$ cat src/rtl/nfu_pkg.sv
// nfu_pkg: shared constants, coefficient-word layout and loader FSM
// encoding for the NFU-3 sigmoid coefficient-load path.
package nfu_pkg;

  // Fixed-point data width; one coefficient word carries {a, b}.
  localparam int N       = 16;
  // Number of piecewise sigmoid segments per coefficient load.
  localparam int NUM_SEG = 16;
  // Segment address width; NUM_SEG is always 2**ADDR_W.
  localparam int ADDR_W  = 4;

  // Field offsets inside a 2N-bit coefficient word.
  localparam int A_MSB = 2*N-1;
  localparam int A_LSB = N;
  localparam int B_MSB = N-1;
  localparam int B_LSB = 0;

  // Loader states. The encoding is fixed so a debug probe on the state
  // register reads the same values the lane firmware documentation uses.
  typedef enum logic [1:0] {
    IDLE = 2'd0,
    LOAD = 2'd1,
    DONE = 2'd2
  } loader_state_e;

  // Build a coefficient word from its slope and offset halves.
  function automatic logic [2*N-1:0] pack_coef(input logic [N-1:0] a,
                                               input logic [N-1:0] b);
    logic [2*N-1:0] w;
    w = '0;
    w[A_MSB:A_LSB] = a;
    w[B_MSB:B_LSB] = b;
    return w;
  endfunction

endpackage

$ cat src/rtl/nfu3_coef_loader_if.sv
// nfu3_coef_loader_if: valid/ready stream that carries packed {a, b}
// coefficient words from the buffer/DMA side into the loader.
// Signal names keep the loader's point of view (i_ = into the loader).
interface nfu3_coef_loader_if
  import nfu_pkg::*;
#(
  parameter int W = 2*N
) ();

  logic         i_coef_valid;
  logic [W-1:0] i_coef_data;
  logic         o_coef_ready;

  // Upstream producer: drives the word and its valid, watches ready.
  modport master (
    output i_coef_valid,
    output i_coef_data,
    input  o_coef_ready
  );

  // The loader: consumes the word and raises ready while loading.
  modport slave (
    input  i_coef_valid,
    input  i_coef_data,
    output o_coef_ready
  );

endinterface

$ cat src/rtl/nfu3_coef_loader.sv
// nfu3_coef_loader: writer side of the NFU-3 sigmoid coefficient bus.
// Takes NUM_SEG coefficient words from a valid/ready stream and replays
// them, one registered cycle later, as address + data + write strobe to
// the coefficient RAMs of every sigmoid lane, then pulses o_done.
//
// Optional build macro NFU3_COEF_CKSUM_EN: each load takes one extra
// trailing word, a modular sum of the data words. It is compared against
// a running sum and the result is reported on o_cksum_err.
module nfu3_coef_loader
  import nfu_pkg::*;
#(
  parameter int N       = nfu_pkg::N,
  parameter int NUM_SEG = nfu_pkg::NUM_SEG,
  parameter int ADDR_W  = nfu_pkg::ADDR_W
) (
  input  logic              clk,
  input  logic              rst,
  nfu3_coef_loader_if.slave coef_if,
  input  logic              i_start,
  output logic [2*N-1:0]    o_coef,
  output logic [ADDR_W-1:0] o_coef_addr,
  output logic              o_load_coef,
  output logic              o_busy,
`ifdef NFU3_COEF_CKSUM_EN
  output logic              o_done,
  output logic              o_cksum_err
`else
  output logic              o_done
`endif
);

  localparam logic [ADDR_W-1:0] LAST_SEG = ADDR_W'(NUM_SEG-1);

  loader_state_e     state_q, state_d;
  logic [ADDR_W-1:0] cnt_q, cnt_d;
  logic [2*N-1:0]    coef_q;
  logic [ADDR_W-1:0] addr_q;
  logic              load_q;

  logic              xfer;
  logic              data_xfer;
  logic              last_seg;

`ifdef NFU3_COEF_CKSUM_EN
  logic              ck_phase_q, ck_phase_d;
  logic [2*N-1:0]    sum_q;
  logic              err_q;
  logic              ck_xfer;
`endif

  // Ready depends only on state so upstream may wait for it before
  // raising valid without creating a combinational loop.
  assign coef_if.o_coef_ready = (state_q == LOAD);
  assign xfer                 = coef_if.i_coef_valid & coef_if.o_coef_ready;
  assign last_seg             = (cnt_q == LAST_SEG);

`ifdef NFU3_COEF_CKSUM_EN
  // Once all segments are taken, the counter has wrapped to 0 and the
  // phase flag marks the next accepted word as the checksum.
  assign data_xfer = xfer & ~ck_phase_q;
  assign ck_xfer   = xfer &  ck_phase_q;
`else
  assign data_xfer = xfer;
`endif

  // Next-state logic: start only counts in IDLE, the final accepted
  // word moves to DONE, and DONE always lasts exactly one cycle.
  always_comb begin
    state_d = state_q;
    cnt_d   = cnt_q;
`ifdef NFU3_COEF_CKSUM_EN
    ck_phase_d = ck_phase_q;
`endif
    unique case (state_q)
      IDLE: begin
        if (i_start) begin
          state_d = LOAD;
          cnt_d   = '0;
`ifdef NFU3_COEF_CKSUM_EN
          ck_phase_d = 1'b0;
`endif
        end
      end
      LOAD: begin
        if (data_xfer) begin
          cnt_d = cnt_q + ADDR_W'(1);
          if (last_seg) begin
`ifdef NFU3_COEF_CKSUM_EN
            ck_phase_d = 1'b1;
`else
            state_d = DONE;
`endif
          end
        end
`ifdef NFU3_COEF_CKSUM_EN
        if (ck_xfer) begin
          state_d    = DONE;
          ck_phase_d = 1'b0;
        end
`endif
      end
      DONE: begin
        state_d = IDLE;
      end
      default: begin
        state_d = IDLE;
        cnt_d   = '0;
      end
    endcase
  end

  // FSM state and segment counter registers.
  always_ff @(posedge clk) begin
    if (rst) begin
      state_q <= IDLE;
      cnt_q   <= '0;
    end else begin
      state_q <= state_d;
      cnt_q   <= cnt_d;
    end
  end

`ifdef NFU3_COEF_CKSUM_EN
  // Checksum phase flag register.
  always_ff @(posedge clk) begin
    if (rst) begin
      ck_phase_q <= 1'b0;
    end else begin
      ck_phase_q <= ck_phase_d;
    end
  end
`endif

  // Registered write path: an accepted data word becomes a lane RAM
  // write one cycle later; data and address hold between strobes, and
  // reset also kills a strobe that was about to go out.
  always_ff @(posedge clk) begin
    if (rst) begin
      coef_q <= '0;
      addr_q <= '0;
      load_q <= 1'b0;
    end else begin
      load_q <= data_xfer;
      if (data_xfer) begin
        coef_q <= coef_if.i_coef_data;
        addr_q <= cnt_q;
      end
    end
  end

`ifdef NFU3_COEF_CKSUM_EN
  // Running modular sum of the data words and the checksum verdict.
  // The verdict is captured as the checksum word is accepted so it is
  // already valid alongside o_done, and it stays until the next start.
  always_ff @(posedge clk) begin
    if (rst) begin
      sum_q <= '0;
      err_q <= 1'b0;
    end else if (state_q == IDLE && i_start) begin
      sum_q <= '0;
      err_q <= 1'b0;
    end else if (data_xfer) begin
      sum_q <= sum_q + coef_if.i_coef_data;
    end else if (ck_xfer) begin
      err_q <= (sum_q != coef_if.i_coef_data);
    end
  end

  assign o_cksum_err = err_q;
`endif

  assign o_coef      = coef_q;
  assign o_coef_addr = addr_q;
  assign o_load_coef = load_q;
  assign o_busy      = (state_q != IDLE);
  assign o_done      = (state_q == DONE);

endmodule

$ cat src/flat_wrapper.sv
// flat-port wrapper written by rule: the top's interface ports become plain ports
module nfu3_coef_loader_flat import nfu_pkg::*;
#(
  parameter int N       = nfu_pkg::N,
  parameter int NUM_SEG = nfu_pkg::NUM_SEG,
  parameter int ADDR_W  = nfu_pkg::ADDR_W
)
  (clk, rst, i_start, o_coef, o_coef_addr, o_load_coef, o_busy, o_done, coef_if_i_coef_valid, coef_if_i_coef_data, coef_if_o_coef_ready);
  nfu3_coef_loader_if #(.W((2*N))) coef_if_i ();
  input  logic clk;
  input  logic rst;
  input  logic i_start;
  output logic [2*N-1:0] o_coef;
  output logic [ADDR_W-1:0] o_coef_addr;
  output logic o_load_coef;
  output logic o_busy;
  output logic o_done;
  input wire logic [$bits(coef_if_i.i_coef_valid)-1:0] coef_if_i_coef_valid;
  input wire logic [$bits(coef_if_i.i_coef_data)-1:0] coef_if_i_coef_data;
  output wire logic [$bits(coef_if_i.o_coef_ready)-1:0] coef_if_o_coef_ready;
  assign coef_if_i.i_coef_valid = coef_if_i_coef_valid;
  assign coef_if_i.i_coef_data = coef_if_i_coef_data;
  assign coef_if_o_coef_ready = coef_if_i.o_coef_ready;
  nfu3_coef_loader #(.N(N), .NUM_SEG(NUM_SEG), .ADDR_W(ADDR_W)) u_core (.clk(clk), .rst(rst), .coef_if(coef_if_i), .i_start(i_start), .o_coef(o_coef), .o_coef_addr(o_coef_addr), .o_load_coef(o_load_coef), .o_busy(o_busy), .o_done(o_done));
endmodule
$ cat config.mk
export PLATFORM = sky130hd
export DESIGN_NAME = nfu3_coef_loader_flat
export DESIGN_NICKNAME = d
export VERILOG_FILES = /design/src/rtl/nfu_pkg.sv /design/src/rtl/nfu3_coef_loader_if.sv /design/src/rtl/nfu3_coef_loader.sv /design/src/flat_wrapper.sv
export SDC_FILE = /design/constraint.sdc
export NUM_CORES = 1
export LEC_CHECK = 0
export CAP_MARGIN = 25
export CELL_PAD_IN_SITES_DETAIL_PLACEMENT = 1
export CELL_PAD_IN_SITES_GLOBAL_PLACEMENT = 2
export CORE_MARGIN = 2
export CORE_UTILIZATION = 23
export DETAILED_ROUTE_END_ITERATION = 8
export PLACE_DENSITY = 0.85
export SYNTH_ARGS = -nofsm -noshare
export SYNTH_HDL_FRONTEND = slang
export SYNTH_SLANG_ARGS = --single-unit
$ cat constraint.sdc
create_clock -name clk -period 3 [get_ports clk]
set_input_delay 0.9 -clock clk [delete_from_list [all_inputs] [get_ports clk]]
set_output_delay 0.9 -clock clk [all_outputs]
set_load 0.01 [all_outputs]
=== Word level (Yosys, flattened, before mapping) ===
Cells that the tools add are included.

* Register bits after elaboration: 43
* Bits in latches: 0
* Bits in writable memories: 0
* ROM bits: 0
* Input port bits: 36
* Memories kept: 0

* $add $sub $neg: 1
* Multiply operators: 0
* Div/mod/pow operators: 0
* Order comparisons: 0
* Equality and inequality tests: 6
* Shift-type cells: 0
* Multiplexer cells: 7
* Bitwise operators: 2
* Reduce and logical (&&, ||, !) cells: 4

{| class="wikitable"
|+ Operators by type and width
! operator !! count
|-
| $pmux W4 S3 || 1
|-
| $mux W4 || 2
|-
| $mux W2 || 3
|-
| $ne A2 B2 Y1 const B || 3
|-
| $reduce_and A3 Y1 || 2
|-
| $add A4 B1 Y4 const B || 1
|-
| $eq A4 B4 Y1 const B || 1
|-
| $pmux W2 S2 || 1
|-
| $eq A2 B1 Y1 const B || 1
|-
| $eq A2 B2 Y1 const B || 1
|-
| $logic_not A2 Y1 || 1
|-
| $reduce_bool A2 Y1 || 1
|-
| $and A1 B1 Y1 || 1
|-
| $not A1 Y1 || 1
|}

=== Logic depth before layout (Yosys ltp) ===
Gate-level depths: netlist of run 1.

* Word-level depth: 4
* Gate-level depth with buffers: 6
* Gate-level depth less buffers: 4

=== Worst setup path before layout of run 1 ===
No wires, ideal clock.

* Path kind: input port to flip-flop
* From: input port i_start
* To: register u_core.cnt_q[2]
* Library setup time: 136 ps
* Data arrival time: 1587 ps
* Required time: 2864 ps
* Setup slack: 1278 ps
* Stages: 3
* Buffers on the path: 0
* Cells stage by stage: or3b_2 > a22oi_1 > o32ai_1

* Longest elaborated chain between the ends: 2

{| class="wikitable"
|+ RTL lines
! element !! line !! RTL
|-
| start, declared || flat_wrapper.sv:12 || <nowiki>input logic i_start;</nowiki>
|-
| $ne A2 B2 Y1 (no line) || - ||
|-
| $reduce_and A3 Y1 (no line) || - ||
|-
| end signal, assigned || nfu3_coef_loader.sv:119 || <nowiki>cnt_q <= cnt_d;</nowiki>
|-
| end, declared || nfu3_coef_loader.sv:35 || <nowiki>logic [ADDR_W-1:0] cnt_q, cnt_d;</nowiki>
|}

No other way between the ends.
A chain may end at the register's enable or synchronous reset.

=== Final worst setup path of run 1 ===
* From: register u_core.state_q[0]
* To: output port coef_if_o_coef_ready

* Longest elaborated chain between the ends: 1

{| class="wikitable"
|+ RTL lines
! element !! line !! RTL
|-
| start, declared || nfu3_coef_loader.sv:34 || <nowiki>loader_state_e state_q, state_d;</nowiki>
|-
| start signal, assigned || nfu3_coef_loader.sv:118 || <nowiki>state_q <= state_d;</nowiki>
|-
| $eq A2 B1 Y1 || nfu3_coef_loader.sv:53 || <nowiki>assign coef_if.o_coef_ready = (state_q == LOAD);</nowiki>
|-
| end, declared || flat_wrapper.sv:20 || <nowiki>output wire logic [$bits(coef_if_i.o_coef_ready)-1:0] coef_if_o_coef_ready;</nowiki>
|}

No other way between the ends.

==> key figures, run 1 <==
CTS
  – Clock latency on the worst-skew pair: 0.29 ns
  – Post-CTS setup repair buffer count: 0
  – TritonCTS clock tree: built
  – Cts bufs inserted: 5
  – Clock Sinks: 43
  – CTS HTree Levels: 2
  – CTS Hold Bufs: 0
  – Clk buf depth: 2
  – PostCTS Resize Cnt: 0
  – Clk pin slew, worst setup/hold paths: 0.07 ns
  – Root buffer cell: clkbuf_8

Timing
  – Final Cycle Share: 82.84%
  – Setup TNS: 0 ns
  – RSZ-0062 raised after global routing: false
  – Post-route minimum period: 2.485 ns
  – Max Freq: 402.4 MHz
  – Setup-failing EPs final: 0
  – Final Hold Fails: 0
  – Final Skew: 0.003374 ns
  – Slew @ Worst Pin: 0.4203 ns
  – Slew HR: 71.98%
  – Fin. max-slew vios: 0
  – Hold WS: 0.4572 ns

Placement
  – Routability cong.: 0.7429
  – Area after DPL: 0.002390 mm^2
  – Port-buffer cells: 75
  – Post-detail-place hpwl: 3162 um

Hold path
  – Min-delay src: u_core.o_coef[3]$_SDFFE_PP0P_
  – Worst min-delay path class: flip-flop to flip-flop

Die
  – # rows: 30
  – Ports: 76
  – CORE AREA: 0.006719 mm^2
  – Starting density of the core: 23.63%
  – Die height: 87.09 um
  – Die area: 0.007584 mm^2
  – Die Wd: 87.09 um

Setup path
  – Critical path startpoint category: flip-flop
  – Worst setup EP type: primary output
  – Slowest CP cell: clkdlybuf4s50_1
  – CP Data Arrival Time: 1.59 ns
  – CP required: 2.10 ns
  – Crit path largest cell delay: 0.57 ns
  – Top delay family on crit path: buffers and inverters
  – Critical path fanouts, max: 9
  – Critical Path Start: u_core.state_q[0]$_SDFFE_PP0P_
  – FF-to-FF Start: u_core.state_q[0]$_SDFFE_PP0P_
  – Crit Path Category: flip-flop to primary output
  – Worst Path Buf+Inv: 1
  – Worst path cell trace: nor2b_1, clkdlybuf4s50_1

Detailed routing
  – Via density: 4.470
  – Routed Antenna Nets: 0
  – Residual DRC count: 0
  – DRT iter0 DRCs: 21
  – Routed WL: 4459 um
  – WL/cell: 12.92 um
  – Vias post-DR: 1542
  – First-pass detailed-route iteration total: 2

Outcome
  – Status: finished, final reports clean

GRT
  – Largest net degree at the start of global routing: 40
  – Tot GR Track Use: 11.71%
  – Grt ovf: 0
  – Number of global-route vias before repair: 1541
  – Initial antenna violation count: 0
  – First-pass GRT wire length: 6996 um

Layout
  – Fin nets: 303
  – Share of layout cells above drive strength 1: 6.792%
  – Area occupied by multi-input gates: 638.1 um^2
  – Area growth syn-to-layout: 55.08%
  – Reg area: 860.8 um^2
  – Most frequent cells in the layout: nand2_1, clkdlybuf4s50_1, dfxtp_1
  – Fin area: 0.002462 mm^2
  – Fill cells: 801
  – Antenna fix cells: 0

Synth
  – Top cells by area, synth: dfxtp_1, nand2_1, a21oi_1
  – Distinct cells, synth: 29
  – Avg Cell Area, Syn: 8.227 um^2
  – Cell count after synthesis: 193
  – Area leader, netlist: dfxtp_1
  – Post-synthesis sequential area ratio: 54.22%
  – Yosys Warn Count: 0
  – Synthesized area: 0.001588 mm^2
  – Yosys top cell area share: 54.22%
  – Number of synthesized register bits: 43
  – Syn_nets: 230

Power and ir drop
  – Pleak: 0.8512 nW
  – VDD IR max: 0.2503 mV
  – Power per cell area: 447.1 mW/mm^2

Run
  – Max cap viols: 0
-- per-stage QoR --
stage / util [%] / setup slack (ns) / std cells / total power [mW]
floorplan: - / 1.278 / 193 / 0.6814
global placement: 35.57 / 0.7163 / 339 / 0.7783
detailed placement: 35.57 / 0.6545 / 339 / 0.7822
CTS: 36.65 / 0.5197 / 345 / 1.123
global route: 36.65 / 0.4733 / 345 / 1.160
finish: 36.65 / 0.5147 / 345 / 1.101
-- report_power, final --
group          internal [mW]  switching (mW)
registers              0.591          0.0126
clock network          0.155           0.180
logic                 0.0928          0.0692
total                  0.839           0.262
-- path summary, 6_finish.rpt --
path | end | slack, ns | cells after the start
worst max-delay path | coef_if_o_coef_ready | 0.51 | 2
worst min-delay path | u_core.o_coef[3]$_SDFFE_PP0P_ | 0.46 | 2
worst max register to register | u_core.o_coef[11]$_SDFFE_PP0P_ | 1.60 | 4
worst min register to register | u_core.o_coef[3]$_SDFFE_PP0P_ | 0.46 | 2
-- tightest hold or removal path, stage by stage (launching register included) --
cell	delay, ns
dfxtp_1	0.31
nand2_1	0.05
a21oi_1	0.05
-- per-layer routing --
layer	vias up	global-route usage [%]	part of all wire, %
li1	771	-	-
met5	-	0	0
met3	6	2.749	4.6
met1	727	14.08	45
met4	0	4.261	1.0
met2	38	20.26	49
-- cell type report --
cell class / count / area share (%)
Sequential cell: 43 / 34.96
Timing Repair Buffer: 80 / 31.81
Multi-Input combinational cell: 134 / 25.91
Tap cell: 80 / 4.065
Clock buffer: 6 / 2.947
Inverter: 2 / 0.3049
-- cells in the mapped netlist --
cell type and instances:
buf_4 3, nor3_1 2, nand3_1 2, nor2_1 3, nand3b_1 1, nor2b_1 1
a311oi_2 1, or3b_2 1, clkbuf_1 7, o32ai_1 1, and2b_1 1, a22oi_1 1
a41oi_1 1, a211oi_1 1, inv_1 2, ha_1 1, a21oi_1 33, buf_2 2
or3_1 1, a21oi_2 3, a32oi_1 1, o21ai_0 1, buf_6 2, nand2_1 74
and3b_1 1, or2_2 1, nand2_2 1, dfxtp_1 43, o22ai_1 1
-- kinds of logic (layout without fill, tap and decap cells) --
kind of cell | after synthesis | count (layout) | share of synthesized area, %
flip-flops | 43 | 43 | 54.22
buffers and inverters | 16 | 88 | 5.595
AO/OA/AOI/OAI | 44 | 44 | 16.31
adder cells (fa/ha/maj) | 1 | 1 | 0.7879
AND/OR/NAND/NOR | 89 | 89 | 23.09
-- flip-flops by register name, summed over array words and instances, names as in the netlist --
name	flops
u_core.o_coef	32
u_core.cnt_q	4
u_core.o_coef_addr	4
u_core.state_q	2
u_core.o_load_coef	1
(Power assumes the default switching activity.)
==> inputs of run 2 (changes only) <==
--- a/config.mk
+++ b/config.mk
@@ -9,9 +9,9 @@
 export CELL_PAD_IN_SITES_DETAIL_PLACEMENT = 1
 export CELL_PAD_IN_SITES_GLOBAL_PLACEMENT = 2
 export CORE_MARGIN = 2
-export CORE_UTILIZATION = 23
+export CORE_UTILIZATION = 21
 export DETAILED_ROUTE_END_ITERATION = 8
-export PLACE_DENSITY = 0.85
+export PLACE_DENSITY = 0.79
 export SYNTH_ARGS = -nofsm -noshare
 export SYNTH_HDL_FRONTEND = slang
 export SYNTH_SLANG_ARGS = --single-unit
==> constraint.sdc (replaced) <==
create_clock -name clk -period 2.3 [get_ports clk]
set_input_delay 0.69 -clock clk [delete_from_list [all_inputs] [get_ports clk]]
set_output_delay 0.69 -clock clk [all_outputs]
set_load 0.01 [all_outputs]
==> run 2 against run 1 <==
  * Core utilization fell by 1.7 points
  * Combinational power rose by 31%
  * Largest power group unchanged
  * Total power rose by 46%
  * Count of clock-buffer cells in the layout did not move
  * Critical path depth did not move
  * Clock skew barely moved
==> key figures, run 2 (synthesis results as in run 1) <==
Power and ir drop
  – VDD IR max: 0.2667 mV
  – Share of power burned in registers: 49.1%
  – Combinational share of power: 13.3%
  – Clk pwr share: 37.7%
  – Int Power: 1.246 mW
  – Power per cell area: 629.4 mW/mm^2
  – Pleak: 0.8851 nW
  – Switching power share of the total: 22.32%
  – Psw: 0.3579 mW
  – Total power: 1.603 mW

Timing
  – Hold WS: 0.4558 ns
  – RSZ-0062 raised after global routing: false
  – Final Cycle Share: 92.98%
  – Setup-failing EPs final: 0
  – Slew @ Worst Pin: 0.3633 ns
  – Post-route minimum period: 2.138 ns
  – Final Skew: 0.002948 ns
  – Max Freq: 467.6 MHz
  – Final Hold Fails: 0
  – Fin. max-slew vios: 0
  – Slew HR: 75.78%
  – Setup TNS: 0 ns

Layout
  – Final core occ: 34.93%
  – Share of layout cells above drive strength 1: 8.922%
  – Area growth syn-to-layout: 60.44%
  – Most frequent cells in the layout: nand2_1, clkdlybuf4s50_1, dfxtp_1
  – Fin nets: 305
  – Non-filler cells, final: 368
  – Antenna fix cells: 0
  – Max reg flops: 32

Detailed routing
  – Via density: 4.158
  – First-pass detailed-route iteration total: 4
  – DRT iter0 DRCs: 27
  – Vias post-DR: 1530
  – Routed Antenna Nets: 0
  – Routed WL: 4440 um
  – Residual DRC count: 0
  – WL/cell: 12.07 um

Setup path
  – Critical path fanouts, max: 9
  – Critical R2R Capture: u_core.cnt_q[2]$_SDFFE_PP0P_
  – Reg2Reg Setup Slack: 1.03 ns
  – Critical path startpoint category: flip-flop
  – Crit path largest cell delay: 0.56 ns
  – Worst setup EP type: primary output
  – Worst path cell trace: nor2b_1, clkdlybuf4s50_1
  – Critical Path Start: u_core.state_q[0]$_SDFFE_PP0P_
  – CP Data Arrival Time: 1.45 ns
  – CP required: 1.61 ns
  – Slowest CP cell: clkdlybuf4s50_1
  – Crit Path Category: flip-flop to primary output
  – Crit path to: coef_if_o_coef_ready
  – FF-to-FF path depth: 3
  – FF-to-FF Start: u_core.state_q[1]$_SDFFE_PP0P_

Die
  – # rows: 31
  – CORE AREA: 0.007292 mm^2
  – Starting density of the core: 21.77%
  – Die Wd: 90.95 um
  – Die area: 0.008272 mm^2
  – Die height: 90.95 um
  – Ports: 76

CTS
  – Cts bufs inserted: 5
  – TritonCTS clock tree: built
  – Clock Sinks: 43
  – Root buffer cell: clkbuf_8
  – Clock latency on the worst-skew pair: 0.29 ns
  – Clk buf depth: 2
  – CTS HTree Levels: 2
  – Clk pin slew, worst setup/hold paths: 0.08 ns

GRT
  – Initial antenna violation count: 0
  – Number of global-route vias before repair: 1595
  – Grt ovf: 0
  – Tot GR Track Use: 11.17%
  – First-pass GRT wire length: 7534 um
  – Largest net degree at the start of global routing: 24

Run
  – Max cap viols: 0

Placement
  – Port-buffer cells: 75
  – Placed cells: 360
  – Post-detail-place hpwl: 3236 um
  – Routability cong.: 0.6618

Outcome
  – Status: finished, final reports clean

Hold path
  – Worst min-delay path class: flip-flop to flip-flop
## run 2: cell types whose count changed in the layout (fill, tap and decap cells not counted), sizes merged
cell,previous run,this run
clkinv,0,1
buf,6,8
bufinv,0,1
## run 2: worst min path at each step
stage,startpoint,endpoint,slack (ns),cells after the start
final,u_core.o_coef[13]$_SDFFE_PP0P_,u_core.o_coef[13]$_SDFFE_PP0P_,0.46,2
after floorplan,u_core.cnt_q[3]$_SDFFE_PP0P_,u_core.o_coef_addr[3]$_SDFFE_PP0P_,0.47,2
after detailed placement,u_core.o_coef[13]$_SDFFE_PP0P_,u_core.o_coef[13]$_SDFFE_PP0P_,0.45,2
after global routing,u_core.o_coef[13]$_SDFFE_PP0P_,u_core.o_coef[13]$_SDFFE_PP0P_,0.48,2
after CTS,u_core.o_coef[18]$_SDFFE_PP0P_,u_core.o_coef[18]$_SDFFE_PP0P_,0.46,2
after global placement,u_core.o_coef[10]$_SDFFE_PP0P_,u_core.o_coef[10]$_SDFFE_PP0P_,0.44,2
## run 2: power by group through the flow
| stage | Clock [mW] | Sequential (mW) | Combinational, mW |
|---|---|---|---|
| 2_1_floorplan | 0 | 0.814 | 0.0746 |
| 3_3_place_gp | 0 | 0.804 | 0.216 |
| 3_5_place_dp | 0 | 0.805 | 0.217 |
| 4_1_cts | 0.635 | 0.787 | 0.218 |
| 5_1_grt | 0.656 | 0.792 | 0.234 |
| 6_report | 0.604 | 0.787 | 0.213 |
## run 2: cell type report
class,instances,area (um^2)
inverters,2,7.507
clock buffers,6,82.58
fillers,882,4745
flip-flops and latches,43,862.1
multi-input cells,134,638.1
clock inverters,2,35.03
well taps,99,123.9
repair buffers,82,798.3
## run 2: what timing repair did
item,CTS,global route
buffers inserted,0,0
hold buffers,0,0
endpoints found under the setup margin,0,1
gates resized for setup,0,1
## run 2: critical path: cells and delay by family, from the launching register on
family,cells,cell delay (ns)
buffers and inverters,1,0.56
flip-flops,1,0.40
AND/OR/NAND/NOR,1,0.19
## run 2: stage by stage
| stage | instance area, um^2 | setup slack [ns] |
|---|---|---|
| final | 2547 | 0.1616 |
| after global placement | 2429 | 0.2775 |
| after global routing | 2547 | 0.06611 |
| after floorplan | 1588 | 0.7876 |
| after detailed placement | 2429 | 0.2595 |
| after CTS | 2546 | 0.06970 |
## run 2: per-layer routing
metal	vias up	share of wire [%]	GRT usage (%)
li1	777	-	-
met4	0	1.3	3.788
met2	37	51	20.06
met5	-	0	0
met1	709	43	12.72
met3	7	4.6	2.988
